**config.mk**
```make
export PLATFORM = sky130hd
export DESIGN_NAME = csr_trap_ctrl
export DESIGN_NICKNAME = d
export VERILOG_FILES = /design/src/rtl/csr_trap_ctrl_pkg.sv /design/src/rtl/csr_trap_ctrl.sv
export SDC_FILE = /design/constraint.sdc
export NUM_CORES = 1
export LEC_CHECK = 0
export CAP_MARGIN = 20
export CORE_MARGIN = 2
export CORE_UTILIZATION = 40
export CTS_CLUSTER_DIAMETER = 60
export CTS_CLUSTER_SIZE = 8
export DETAILED_ROUTE_END_ITERATION = 10
export PLACE_DENSITY = 0.82
export SETUP_SLACK_MARGIN = 0.2
export SLEW_MARGIN = 10
export SYNTH_ARGS = -nofsm -noshare
export SYNTH_HDL_FRONTEND = slang
export SYNTH_SLANG_ARGS = --single-unit
```
**constraint.sdc**
```tcl
create_clock -name clk -period 3.7 [get_ports clk]
set_input_delay 0.74 -clock clk [delete_from_list [all_inputs] [get_ports clk]]
set_output_delay 0.74 -clock clk [all_outputs]
set_load 0.02 [all_outputs]
```
**src/rtl/csr_trap_ctrl_pkg.sv**
```systemverilog
// -----------------------------------------------------------------------------
// csr_trap_ctrl_pkg
// Shared definitions for the trap / mret CSR sequencer: bus widths, CSR
// addresses, cause codes, FSM state encoding and the mstatus rewrite helpers.
//
// Optional feature macro: CSR_TRAP_MTVAL_EN adds the W_MTVAL state encoding.
// -----------------------------------------------------------------------------
package csr_trap_ctrl_pkg;

    localparam int CsrBus     = 32;
    localparam int CsrAddrBus = 12;

    localparam logic [CsrAddrBus-1:0] CSR_MSTATUS = 12'h300;
    localparam logic [CsrAddrBus-1:0] CSR_MEPC    = 12'h341;
    localparam logic [CsrAddrBus-1:0] CSR_MCAUSE  = 12'h342;
    localparam logic [CsrAddrBus-1:0] CSR_MTVAL   = 12'h343;

    localparam logic [CsrBus-1:0] CAUSE_ECALL  = 32'd11;
    localparam logic [CsrBus-1:0] CAUSE_EBREAK = 32'd3;
    localparam logic [CsrBus-1:0] CAUSE_TIMER  = 32'h8000_0007;

    typedef enum logic [2:0] {
        IDLE      = 3'd0,
        W_MEPC    = 3'd1,
        W_MSTATUS = 3'd2,
        W_MCAUSE  = 3'd3,
`ifdef CSR_TRAP_MTVAL_EN
        W_MTVAL   = 3'd4,
`endif
        JUMP      = 3'd5,
        R_MSTATUS = 3'd6
    } state_e;

    // Trap entry: MPIE <- MIE, MIE <- 0.
    function automatic logic [CsrBus-1:0] trap_mstatus(input logic [CsrBus-1:0] old);
        logic [CsrBus-1:0] v;
        v    = old;
        v[7] = old[3];
        v[3] = 1'b0;
        return v;
    endfunction

    // mret: MIE <- MPIE, MPIE <- 1.
    function automatic logic [CsrBus-1:0] mret_mstatus(input logic [CsrBus-1:0] old);
        logic [CsrBus-1:0] v;
        v    = old;
        v[3] = old[7];
        v[7] = 1'b1;
        return v;
    endfunction

endpackage

```
**src/rtl/csr_trap_ctrl.sv**
```systemverilog
// -----------------------------------------------------------------------------
// csr_trap_ctrl
// Sequences machine-mode trap entry (ecall, ebreak, timer interrupt) and mret
// through the single CSR write port, stalls the pipeline while busy and issues
// a one-cycle redirect strobe at the end.
//
// Ports:
//   clk, rst               clock; asynchronous active-low reset
//   inst_addr_i            PC of the instruction in id
//   ecall_i/ebreak_i/mret_i decoded events in id
//   timer_irq_i            level timer interrupt
//   global_int_en_i        mstatus.MIE
//   csr_mtvec_i/csr_mepc_i/csr_mstatus_i  current CSR values
//   wb_we_i                wb-stage CSR write owns the port this cycle
//   csr_we_o/csr_waddr_o/csr_wdata_o      CSR write port
//   hold_o                 pipeline stall
//   int_assert_o/int_addr_o redirect strobe and target
//
// Optional feature macro: CSR_TRAP_MTVAL_EN adds an mtval write after mcause.
// -----------------------------------------------------------------------------
module csr_trap_ctrl
    import csr_trap_ctrl_pkg::*;
(
    input  logic                  clk,
    input  logic                  rst,
    input  logic [CsrBus-1:0]     inst_addr_i,
    input  logic                  ecall_i,
    input  logic                  ebreak_i,
    input  logic                  mret_i,
    input  logic                  timer_irq_i,
    input  logic                  global_int_en_i,
    input  logic [CsrBus-1:0]     csr_mtvec_i,
    input  logic [CsrBus-1:0]     csr_mepc_i,
    input  logic [CsrBus-1:0]     csr_mstatus_i,
    input  logic                  wb_we_i,
    output logic                  csr_we_o,
    output logic [CsrAddrBus-1:0] csr_waddr_o,
    output logic [CsrBus-1:0]     csr_wdata_o,
    output logic                  hold_o,
    output logic                  int_assert_o,
    output logic [CsrBus-1:0]     int_addr_o
);

    state_e state, state_nxt;

    logic [CsrBus-1:0] pc_q, mstatus_q, cause_q, mepc_q;
    logic              mret_q;

    logic              irq;
    logic              take_trap, take_mret, accept;
    logic [CsrBus-1:0] cause_sel;

    // Priority ecall > ebreak > mret > interrupt.
    assign irq       = timer_irq_i & global_int_en_i;
    assign take_trap = ecall_i | ebreak_i | (irq & ~mret_i);
    assign take_mret = mret_i & ~ecall_i & ~ebreak_i;
    assign accept    = take_trap | take_mret;
    assign cause_sel = ecall_i  ? CAUSE_ECALL  :
                       ebreak_i ? CAUSE_EBREAK : CAUSE_TIMER;

    always_ff @(posedge clk or negedge rst) begin
        if (!rst) begin
            state     <= IDLE;
            pc_q      <= '0;
            mstatus_q <= '0;
            cause_q   <= '0;
            mepc_q    <= '0;
            mret_q    <= 1'b0;
        end else begin
            state <= state_nxt;
            if (state == IDLE && accept) begin
                mstatus_q <= csr_mstatus_i;
                if (take_trap) begin
                    pc_q    <= inst_addr_i;
                    cause_q <= cause_sel;
                    mret_q  <= 1'b0;
                end else begin
                    mepc_q  <= csr_mepc_i;
                    mret_q  <= 1'b1;
                end
            end
        end
    end

    // Write states only advance when the wb stage is not using the port;
    // otherwise the same write is presented again next cycle.
    always_comb begin
        state_nxt    = state;
        csr_we_o     = 1'b0;
        csr_waddr_o  = '0;
        csr_wdata_o  = '0;
        hold_o       = 1'b0;
        int_assert_o = 1'b0;
        int_addr_o   = '0;
        case (state)
            IDLE: begin
                // rst gate keeps hold_o low while reset is asserted.
                if (accept && rst) begin
                    hold_o    = 1'b1;
                    state_nxt = take_trap ? W_MEPC : R_MSTATUS;
                end
            end
            W_MEPC: begin
                hold_o = 1'b1;
                if (!wb_we_i) begin
                    csr_we_o    = 1'b1;
                    csr_waddr_o = CSR_MEPC;
                    csr_wdata_o = pc_q;
                    state_nxt   = W_MSTATUS;
                end
            end
            W_MSTATUS: begin
                hold_o = 1'b1;
                if (!wb_we_i) begin
                    csr_we_o    = 1'b1;
                    csr_waddr_o = CSR_MSTATUS;
                    csr_wdata_o = trap_mstatus(mstatus_q);
                    state_nxt   = W_MCAUSE;
                end
            end
            W_MCAUSE: begin
                hold_o = 1'b1;
                if (!wb_we_i) begin
                    csr_we_o    = 1'b1;
                    csr_waddr_o = CSR_MCAUSE;
                    csr_wdata_o = cause_q;
`ifdef CSR_TRAP_MTVAL_EN
                    state_nxt   = W_MTVAL;
`else
                    state_nxt   = JUMP;
`endif
                end
            end
`ifdef CSR_TRAP_MTVAL_EN
            W_MTVAL: begin
                hold_o = 1'b1;
                if (!wb_we_i) begin
                    csr_we_o    = 1'b1;
                    csr_waddr_o = CSR_MTVAL;
                    csr_wdata_o = (cause_q == CAUSE_EBREAK) ? pc_q : '0;
                    state_nxt   = JUMP;
                end
            end
`endif
            R_MSTATUS: begin
                hold_o = 1'b1;
                if (!wb_we_i) begin
                    csr_we_o    = 1'b1;
                    csr_waddr_o = CSR_MSTATUS;
                    csr_wdata_o = mret_mstatus(mstatus_q);
                    state_nxt   = JUMP;
                end
            end
            JUMP: begin
                hold_o       = 1'b1;
                int_assert_o = 1'b1;
                int_addr_o   = mret_q ? mepc_q : csr_mtvec_i;
                state_nxt    = IDLE;
            end
            default: state_nxt = IDLE;
        endcase
    end

endmodule

```
==> results of run 1 <==
[state kept, by name, summed over array words and instances (netlist names)]
| register | flops |
|---|---|
| mepc_q | 32 |
| state | 3 |
| mstatus_q | 32 |
| mret_q | 1 |
| cause_q | 3 |
| pc_q | 32 |
[power by group]
| group | internal (W) | switching, W | total (W) |
|---|---|---|---|
| logic | 0.00152 | 0.00106 | 0.00257 |
| clock network | 0.000539 | 0.000404 | 0.000943 |
| registers | 0.00170 | 0.000405 | 0.00211 |
| total | 0.00375 | 0.00187 | 0.00562 |
[stage by stage]
stage | utilization, % | worst slack [ns] | cell area [um^2] | power (W)
2_1_floorplan | - | 1.262 | 5115 | 0.003877
6_report | 60.54 | 0.3440 | 7577 | 0.005622
4_1_cts | 60.52 | 0.2346 | 7575 | 0.005685
5_1_grt | 60.54 | 0.2127 | 7577 | 0.005954
3_5_place_dp | 58.13 | 0.2408 | 7276 | 0.004712
3_3_place_gp | 58.13 | 0.3082 | 7276 | 0.004614
[Yosys cell counts, drive strengths merged, types with 2 or more instances]
cell | instances | share of area, %
o211a | 2 | 0.39
a21oi | 2 | 0.20
inv | 7 | 0.52
dfrtp | 103 | 51
clkbuf | 8 | 0.59
nor4b | 2 | 0.47
mux2i | 36 | 7.1
nand3 | 4 | 0.49
o21ai | 8 | 0.79
a22o | 26 | 4.5
nand2 | 10 | 0.74
nor2 | 35 | 2.7
buf | 26 | 4.2
a211o | 2 | 0.34
or2 | 4 | 0.49
mux2 | 96 | 23
[worst max path at each step]
stage,endpoint
after floorplan,csr_wdata_o[10]
after global placement,csr_wdata_o[18]
after detailed placement,csr_wdata_o[3]
after CTS,csr_wdata_o[3]
after global routing,hold_o
final,hold_o
[worst register-to-register path, stage by stage (launching register included)]
cell	delay, ns
dfrtp_1	0.60
nor3_2	0.41
nand3_2	0.68
mux2_2	0.56
[cells in the final DEF (no fill, tap or decap), types with 2 or more instances in the layout]
master and count:
inv_1 7, conb_1 7, o211a_1 2, mux2_2 68, o21ai_0 8, a211o_1 2
nor2_1 34, clkdlybuf4s50_1 205, clkbuf_16 9, nand3_1 3, or2_2 4, buf_4 12
clkinv_2 3, dfrtp_1 102, mux2_4 28, a21oi_1 2, nand2_1 10, a22o_1 26
mux2i_1 36, clkinvlp_4 2
[final cells by class]
type	count	share of cell area (%)
repair buffers	219	28.70
inverters	7	0.3468
multi-input cells	247	30.14
well taps	172	2.840
clock inverters	6	0.7926
clock buffers	10	3.154
flip-flops and latches	103	34.03
[timing repair]
action	in CTS	in global routing
gates resized for setup	0	1
setup endpoints to repair	0	20
setup buffers	0	0
[cells by family (layout without fill, tap and decap cells)]
group	count (synthesis)	count (layout)	synth area share (%)
adders and majority gates	1	1	0.1966
AOI/OAI and AO/OA	46	46	7.470
other	1	7	0.07364
buffers and inverters	41	242	5.307
muxes	132	132	30.37
and+or+nand+nor	61	61	5.970
DFF	103	103	50.61
[per-layer routing]
layer | GRT usage [%] | vias up
li1 | - | 1757
met1 | 22.64 | 1894
met2 | 32.91 | 160
met3 | 4.583 | 20
met4 | 6.353 | 0
met5 | 0 | -
==> results.toml, run 1 <==
[status]
status = "complete, no violations"

[routing]
routed_wl_um = 13070
post_drt_wl_per_cell_um = 17.10
met2_length_um = 6505
num_vias = 3831
dr_wl_met3_um = 1039
viasPerCell = 5.014
route.detailed.drc = 0
drt-met1-wl_um = 5278
drt_pre_antenna_iters = 4
drt-initial-drc-count = 122
ant_nets = 0
top_layer_used = "met4"

[critical_path]
cp.required_ns = 2.96
path_delay_family = "buffers and inverters"
r2r_start = "state[1]"
crit_cells = 5
arrival_ns = 2.62
path_cells = "clkdlybuf4s50_1, a2111oi_4, nor4b_1, a211o_1, clkdlybuf4s50_1"
crit_buf_inv = 2
r2r_cells = 3
start_kind = "input port"
worstSetupPathType = "input port to output port"
r2r_slack_ns = 1.34
cpMaxStageDelayCell = "clkdlybuf4s50_1"
critPathMaxFanout = 3
cpMostUsedCell = "clkdlybuf4s50_1"
worstSetupStartpoint = "ebreak_i"
worst_r2r_endpoint = "mepc_q[10]"
slowest_delay_ns = 0.54
cp-end-kind = "output port"

[sta]
grt_setup_unrepaired = "false"
slew_viol_final = 0
setup-violations-final = 0
whs_ns = 0.5027
setup_tns_ns = 0
final_hold_viol_count = 0
fin_crit_ns = 3.356
fmax_mhz = 298.0
relSlewSlack_pct = 46.61
finalClockSkew_ns = 0.004914
worst_pin_slew_ns = 0.8000
min_period_over_period_pct = 90.70

[global_route]
grt_antenna_before_repair = 0
track_usage_pct = 18.75
grt_overflow_total = 0
grt_max_degree = 58
grt_pass1_vias = 3952
grt_pass1_wl_um = 19970

[cells_and_area]
fill_cells = 1026
syn_to_final_growth_pct = 48.80
multi_input_area_um2 = 2283
final_layout_size_suffix_gt1_share_pct = 23.14
n_antenna_cell = 0
stdcell_count = 764
finalNetCount = 723
seq_area_um2 = 2579

[worst_hold_path]
min_from = "pc_q[3]"
min_path_type = "register to register"
min_path_cells = 1
min_to = "pc_q[3]"

[placed_design]
hpwl_um = 9565
dp.cells = 748
portBuffers = 207
gp_congestion = 0.7758

[cts]
root_buffer = "clkbuf_16"
hold_buffers = 0
htree_levels = 3
clk_latency_ns = 0.33
cts_tree = "done"
clkTransAtPathRegs_ns = 0.06
clockBufferDepth = 2
numCtsBuffers = 9
cts_sinks = 103

[floorplanning]
initial_utilization_pct = 40.68
die_area_um2 = 13650
core_area_um2 = 12520
fp-row-count = 41
die_h_um = 116.8
die_w_um = 116.8
ios = 215

[yosys]
async_reset_ff_share_pct = 100.0
syn_area_per_cell_um2 = 13.23
synthesis.instances = 385
synthFlopType = "dfrtp_1"
synthDistinctLibCells = 39
synth_seq_area_share_pct = 50.61
synth_edf_count = 0
synth_seq_cells = 103
ys_warn_count = 0
netlist_area_um2 = 5092

[pwr]
power_density_nw_per_um2 = 742.0
vdd_ir_drop_max_uv = 348.1
p_leak_nw = 3.159

[run]
cap_violations = 0
Power figures use the tool's default switching activity.
==> run 2, diff against run 1 <==
CORE_UTILIZATION = 46   (was 40)
PLACE_DENSITY = 0.86   (was 0.82)
==> run 2 against run 1 <==
Against the previous run: global-route usage is 3.2 points higher; power is 3.8% lower; wire length hardly changed; first-iteration DRC count is 13% lower; sequential power hardly changed; fmax is 1.9% lower; critical endpoint unchanged; clock skew hardly changed; worst hold slack worse by 0.048 ns; critical path depth stayed put; non-clock buffer count is 3 lower; core utilization is 8.1 points higher; register-to-register slack worse by 0.02 ns.
==> results.toml, run 2 (synthesis gave the netlist of run 1 again) <==
[status]
status = "complete, no violations"

[cts]
cts.repair.resized = 0
numCtsBuffers = 9
cts_setup_buffers = 0
clkTransAtPathRegs_ns = 0.09
htree_levels = 3
clk_latency_ns = 0.36
root_buffer = "clkbuf_8"
hold_buffers = 0
cts_sinks = 103
cts_tree = "done"
clockBufferDepth = 2

[routing]
routed_wl_um = 13070
ant_nets = 0
drt_pre_antenna_iters = 4
drt-initial-drc-count = 106
post_drt_wl_per_cell_um = 17.93
route.detailed.drc = 0
num_vias = 3822
viasPerCell = 5.243

[pwr]
pwr-share-seq_pct = 39.0
p_leak_nw = 3.116
p_int_w = 0.003547
power_w = 0.005412
combPwrFrac_pct = 47.7
pwr-share-clk_pct = 13.3
switching_share_pct = 34.46
vdd_ir_drop_max_uv = 533.3
power_density_nw_per_um2 = 727.4
p_switching_w = 0.001865

[critical_path]
cp-end-kind = "output port"
critPathMaxFanout = 5
start_kind = "input port"
worstSetupPathType = "input port to output port"
cp.required_ns = 2.96
arrival_ns = 2.68

[sta]
worst_pin_slew_ns = 0.8407
setup_tns_ns = 0
slew_viol_final = 0
setup-violations-final = 0
final_hold_viol_count = 0
fin_crit_ns = 3.422
min_period_over_period_pct = 92.50
fmax_mhz = 292.2
finalClockSkew_ns = 0.005062
relSlewSlack_pct = 43.89
grt_setup_unrepaired = "false"

[floorplanning]
ios = 215
core_area_um2 = 10840
die_area_um2 = 11930
die_h_um = 109.2
die_w_um = 109.2
fp-row-count = 38
initial_utilization_pct = 46.98

[worst_hold_path]
min_path_type = "input port to async pin"

[cells_and_area]
final_core_util_pct = 68.63
mostFrequentLayoutCell = "clkdlybuf4s50_1"
layout_common_cells = "clkdlybuf4s50_1, dfrtp_1, mux2_2"
n_antenna_cell = 0
syn_to_final_growth_pct = 46.09
final_layout_size_suffix_gt1_share_pct = 22.58
finalNetCount = 720
fill_cells = 811
reg_top3 = "mepc_q: 32 flops, mstatus_q: 32 flops, pc_q: 32 flops"

[global_route]
grt_pass1_wl_um = 19950
grt_overflow_total = 0
grt_max_degree = 63
grt_pass1_vias = 4059
track_usage_pct = 21.95
grt_antenna_before_repair = 0

[placed_design]
gp_congestion = 0.8336
hpwl_um = 9428
portBuffers = 207

[run]
cap_violations = 0
run 2: cell count changes in the layout (fill, tap and decap cells not counted), sizes merged:
cell / before / now
buf: 13 / 10
clkinvlp: 2 / 0
clkbuf: 10 / 11
clkinv: 3 / 4
run 2: power groups by stage:
stage                     sequential (W)  clock (W)  combinational [W]
after floorplan                  0.00192          0            0.00195
after global placement           0.00209          0            0.00252
after detailed placement         0.00212          0            0.00259
after CTS                        0.00211   0.000739            0.00261
after global routing             0.00219   0.000782            0.00275
final                            0.00211   0.000719            0.00258
run 2: worst paths after layout:
path,slack [ns],startpoint,endpoint,cells after the start
hold reg to reg,0.51,pc_q[3],pc_q[3],1
min in group clk,0.51,pc_q[3],pc_q[3],1
max in group asynchronous,1.99,rst,mret_q,3
hold / removal,0.45,rst,mepc_q[19],2
setup reg to reg,1.32,state[1],mepc_q[5],3
setup / recovery,0.28,mret_i,hold_o,5
run 2: area by class of cell:
type | count | area, um^2 | area share [%]
Tap cell | 140 | 175.2 | 2.355
Sequential cell | 103 | 2579 | 34.66
Multi-Input combinational cell | 247 | 2283 | 30.69
Clock buffer | 11 | 141.4 | 1.900
Timing Repair Buffer | 216 | 2177 | 29.26
Inverter | 7 | 26.28 | 0.3532
Clock inverter | 5 | 57.56 | 0.7736
run 2: critical path, stage by stage:
cell and delay, ns:
clkdlybuf4s50_1 0.53, a2111oi_4 0.49, nor4b_1 0.09, a211o_1 0.29, clkdlybuf4s50_1 0.54
run 2: per-stage QoR:
stage	hold slack [ns]	worst slack (ns)	cells	instance area [um^2]
after floorplan	0.4444	1.262	391	5115
after global routing	0.4926	0.2246	729	7440
final	0.4549	0.2776	729	7440
after detailed placement	0.4866	0.2508	713	7238
after global placement	0.4854	0.3160	713	7238
after CTS	0.4587	0.2471	729	7437
run 2: routing by layer:
layer	GRT usage, %	vias up	wire length [um]
met4	8.318	0	180
met5	0	-	0
li1	-	1757	-
met3	6.993	16	1256
met1	24.75	1886	4970
met2	38.73	163	6666
==> run 3, diff against run 2 <==
SLEW_MARGIN = not set   (was 10)
==> results of run 3 <==
Final layout, timing and power as in run 2 (identical DEF).
